## src/rtl/sample_reader.sv

```systemverilog
// sample_reader: reads one frame of samples from the sample FIFO and streams
// them as bytes over a valid/ready link. A header byte goes first.
// Optional feature macro: SAMPLE_READER_CHECKSUM_EN appends a running-XOR
// checksum byte after the last sample of each frame.
module sample_reader #(
   parameter int         DATA_SIZE = 8,
   parameter int         FRAME_LEN = 256,
   parameter logic [7:0] HEADER    = 8'hA5
) (
   input  logic                 clk_i,
   input  logic                 rst_i,
   input  logic                 start_i,
   input  logic [DATA_SIZE-1:0] fifo_data_i,
   input  logic                 fifo_empty_i,
   output logic                 r_en_o,
   output logic [7:0]           tx_data_o,
   output logic                 tx_valid_o,
   input  logic                 tx_ready_i,
   output logic                 busy_o,
   output logic                 done_o
);

   localparam int CW = $clog2(FRAME_LEN + 1);
   localparam logic [CW-1:0] LAST_C = CW'(FRAME_LEN);

`ifdef SAMPLE_READER_CHECKSUM_EN
   typedef enum logic [2:0] {S_IDLE, S_HDR, S_RD, S_LAT, S_TX, S_CK, S_FIN} state_t;
`else
   typedef enum logic [2:0] {S_IDLE, S_HDR, S_RD, S_LAT, S_TX, S_FIN} state_t;
`endif

   state_t          state_q, state_d;
   logic [CW-1:0]   count_q, count_d;
   logic [7:0]      data_q,  data_d;
   logic [7:0]      sample_ext;
`ifdef SAMPLE_READER_CHECKSUM_EN
   logic [7:0]      csum_q,  csum_d;
`endif

   // FIFO data zero-extended to a full byte
   assign sample_ext = 8'(fifo_data_i);

   // State, sample counter and held byte registers; reset leaves the FIFO alone
   always_ff @(posedge clk_i) begin
      if (rst_i) begin
         state_q <= S_IDLE;
         count_q <= '0;
         data_q  <= 8'h00;
`ifdef SAMPLE_READER_CHECKSUM_EN
         csum_q  <= 8'h00;
`endif
      end else begin
         state_q <= state_d;
         count_q <= count_d;
         data_q  <= data_d;
`ifdef SAMPLE_READER_CHECKSUM_EN
         csum_q  <= csum_d;
`endif
      end
   end

   // Next-state logic and outputs; the byte on tx_data_o is held until accepted
   always_comb begin
      state_d    = state_q;
      count_d    = count_q;
      data_d     = data_q;
`ifdef SAMPLE_READER_CHECKSUM_EN
      csum_d     = csum_q;
`endif
      r_en_o     = 1'b0;
      tx_valid_o = 1'b0;
      tx_data_o  = 8'h00;
      busy_o     = (state_q != S_IDLE);
      done_o     = 1'b0;

      case (state_q)
         S_IDLE: begin
            if (start_i) begin
               state_d = S_HDR;
               count_d = '0;
`ifdef SAMPLE_READER_CHECKSUM_EN
               csum_d  = 8'h00;
`endif
            end
         end
         S_HDR: begin
            tx_valid_o = 1'b1;
            tx_data_o  = HEADER;
            count_d    = '0;
`ifdef SAMPLE_READER_CHECKSUM_EN
            csum_d     = 8'h00;
`endif
            if (tx_ready_i) begin
               state_d = S_RD;
            end
         end
         S_RD: begin
            // Never read an empty FIFO; stall here until data shows up
            if (!fifo_empty_i) begin
               r_en_o  = 1'b1;
               state_d = S_LAT;
            end
         end
         S_LAT: begin
            // FIFO read data arrives one cycle after the read enable
            data_d  = sample_ext;
            count_d = count_q + 1'b1;
`ifdef SAMPLE_READER_CHECKSUM_EN
            csum_d  = csum_q ^ sample_ext;
`endif
            state_d = S_TX;
         end
         S_TX: begin
            tx_valid_o = 1'b1;
            tx_data_o  = data_q;
            if (tx_ready_i) begin
               if (count_q == LAST_C) begin
`ifdef SAMPLE_READER_CHECKSUM_EN
                  state_d = S_CK;
`else
                  state_d = S_FIN;
`endif
               end else begin
                  state_d = S_RD;
               end
            end
         end
`ifdef SAMPLE_READER_CHECKSUM_EN
         S_CK: begin
            tx_valid_o = 1'b1;
            tx_data_o  = csum_q;
            if (tx_ready_i) begin
               state_d = S_FIN;
            end
         end
`endif
         S_FIN: begin
            done_o  = 1'b1;
            state_d = S_IDLE;
         end
         default: begin
            state_d = S_IDLE;
         end
      endcase
   end

endmodule
```

## config.mk

```make
export PLATFORM = sky130hd
export DESIGN_NAME = sample_reader
export DESIGN_NICKNAME = d
export VERILOG_FILES = /design/src/rtl/sample_reader.sv
export SDC_FILE = /design/constraint.sdc
export NUM_CORES = 1
export LEC_CHECK = 0
export ABC_AREA = 1
export CAP_MARGIN = 30
export CORE_UTILIZATION = 25
export CTS_CLUSTER_DIAMETER = 80
export DETAILED_ROUTE_END_ITERATION = 10
export HOLD_SLACK_MARGIN = 0.12
export SETUP_SLACK_MARGIN = 0.02
export SKIP_LAST_GASP = 1
export SYNTH_ARGS = -nofsm -noshare
export SYNTH_HDL_FRONTEND = slang
export SYNTH_SLANG_ARGS = --single-unit
```

## constraint.sdc

```tcl
create_clock -name clk_i -period 1.2 [get_ports clk_i]
set_input_delay 0.24 -clock clk_i [delete_from_list [all_inputs] [get_ports clk_i]]
set_output_delay 0.24 -clock clk_i [all_outputs]
set_load 0.005 [all_outputs]
```

==> summary.md <==
| Metric | Value |
|---|---|
| Outcome | complete, but fails checks |
| Violated checks | negative setup slack |
| Skew final | 0.00208 ns |
| DR WL/cell | 11.7 um |
| Setup ws final | -0.299 ns |
| Fin crit share | 125% |
| Syn-to-layout area delta | 73.0% |
| Die Area | 4860 um^2 |
| # diodes | 0 |
| Reg clk slew, reported paths | 0.08 ns |
| Distinct cells, synth | 23 |
| Num rows | 24 |
| Critical path type | reg2out |
| First-pass GRT wire length | 5210 um |
| Yosys top cell by area | dfxtp_1 |
| Unrepaired setup endpoints after global routing | true |
| Register area share after synthesis | 34.9% |
| Gr usage total | 13.5% |
| I/O Pins | 25 |
| CTS Buffer Depth | 2 |
| Critical path launch point type | flip-flop |
| Slew @ Worst Pin | 0.258 ns |
| PD cells | 1130 nW/um^2 |
| Die W | 69.7 um |
| Pre-CTS setup slack | -0.411 ns |
| CTS tree | built |
| Cell area after synthesis | 1150 um^2 |
| Total grt overflow | 0 |
| Highest Clock Rate | 667 MHz |
| Slew Viols, Final | 0 |
| Placed Instance Area | 1600 um^2 |
| Vias | 1309 |
| H-Tree Depth | 1 |
| Drt first pass iters | 4 |
| Finished Cell Area | 1980 um^2 |
| Post-synth net total | 192 |
| Syn_area_per_cell | 6.48 um^2 |
| DR iter-0 viols | 29 |
| Maximum Capacitance Violations | 0 |
| Yosys reg bits | 20 |
| Number of setup violations in the final report | 32 |
| DR vias/cell | 4.47 |
| CTS Root Cell | clkbuf_8 |
| Die height | 69.7 um |
| Num CTS Buffers | 3 |
| Worst Hold Margin | 0.488 ns |
| Synth top area share | 34.9% |
| Layout cells sized above 1 | 44.4% |
| CTS Hold Bufs | 0 |
| Initial antenna violation count | 0 |
| Initial core utilization | 26.1% |
| HPWL after detailed placement | 2090 um |
| Sink Count | 20 |
| DRT Wirelength | 3430 um |
| Vias in the first global route | 1206 |
| Worst skew pair latency | 0.26 ns |
| Maximum VDD drop | 0.439 mV |
| Synth warnings | 0 |
| Crit. End Element | output pin |
| Leak | 0.901 nW |
| Syn Inst Count | 177 |
| Hold WC Path Type | reg2reg |
| Largest cells by area after synthesis | dfxtp_1 35%, nand2_1 15%, nor2_1 8.8% |
| Post-route ant nets | 0 |
| Drt drc | 0 |
| Final #Nets | 258 |
| Req. time, crit path | 0.96 ns |
| Largest net degree at the start of global routing | 11 |
| Port Buffers | 24 |
| Final Util | 45.2% |
| Worst-path maximum fanout | 3 |
| CORE AREA | 4380 um^2 |
| Final GP Congestion | 0.797 |
| Min Tclk post-route | 1.50 ns |
| CP arrival | 1.26 ns |
| Final hold vios | 0 |
| Overall Power | 2.23 mW |
| Max-slew headroom | 82.8% |
final timing paths:
kind	start	to	slack, ns	cells after the start
min	data_q[3]	data_q[3]	0.49	2
max	state_q[1]	tx_data_o[2]	-0.30	8
min reg2reg	data_q[3]	data_q[3]	0.49	2
max reg2reg	state_q[0]	count_q[2]	-0.26	10
placed cells by master, fill, tap and decap left out, types with 3 or more instances in the layout:
cell type and instances:
nand2_1 39, inv_1 22, buf_4 21, nor2_1 19, dfxtp_1 17, buf_6 17, clkdlybuf4s50_1 12, buf_2 10
nand2_2 7, a21oi_2 6, a21oi_1 6, inv_2 5, nor2_4 5, nand3_1 5, nand2_4 4, nor2_2 4
o21ai_2 4, o21ai_0 4, nor3_1 3, clkbuf_8 3
where the power goes:
group	internal, mW	switching (mW)	total [mW]
combinational	0.554	0.485	1.04
clock	0.224	0.232	0.456
sequential	0.704	0.0317	0.736
flip-flops by register name (all words and copies together), names as in the netlist:
register and cells:
count_q 9, data_q 8, state_q 3
stage by stage:
stage | instances | TNS, ns
final | 293 | -6.48
after global routing | 293 | -8.32
after CTS | 286 | -5.61
after detailed placement | 271 | -7.98
after global placement | 271 | -7.73
after floorplan | 177 | 0
Yosys cell counts, drive strengths merged:
cell,n
a21oi,13
buf,4
clkinv,1
dfxtp,20
ha,2
inv,30
nand2,50
nand3,8
nand4,2
nor2,28
nor3,5
o21ai,12
o21bai,1
xor2,1
critical path, cell delays in order, from the launching register on:
cell and delay [ns]:
dfxtp_2 0.34, nor2_4 0.12, nand2_2 0.09, inv_2 0.08
buf_6 0.09, buf_6 0.08, nand2_2 0.03, nand2_1 0.05
buf_2 0.11
metal layers:
layer,part of all wire [%],up-vias,track usage [%]
met5,0,-,0
met4,2.2,0,6.44
met3,1.9,7,2.03
met2,53,19,23.9
met1,43,605,16.0
li1,-,678,-
logic make-up after synthesis:
| kind of cell | after synthesis | synth area share, % |
|---|---|---|
| DFF | 20 | 34.9 |
| and+or+nand+nor | 93 | 35.0 |
| xor gates and xnor gates | 1 | 0.764 |
| buffers and inverters | 35 | 13.9 |
| AOI/OAI and AO/OA | 26 | 13.2 |
| adders and majority gates | 2 | 2.18 |
cell type report:
class                   count  area, um^2
repair buffers             64         576
multi-input cells         122         757
clock buffers               3        41.3
repair inverters            1        7.51
flip-flops and latches     20         407
inverters                  31         130
well taps                  52        65.1
fillers                   432        2400
timing repair:
| action | 4_1_cts | 5_1_grt |
|---|---|---|
| buffers inserted | 15 | 8 |
| gates resized for setup | 76 | 46 |
| cloned | 1 | 0 |
| pin swaps | 14 | 25 |
| endpoints found under the setup margin | 32 | 32 |
Note: power is estimated with default switching activity, not from simulation.
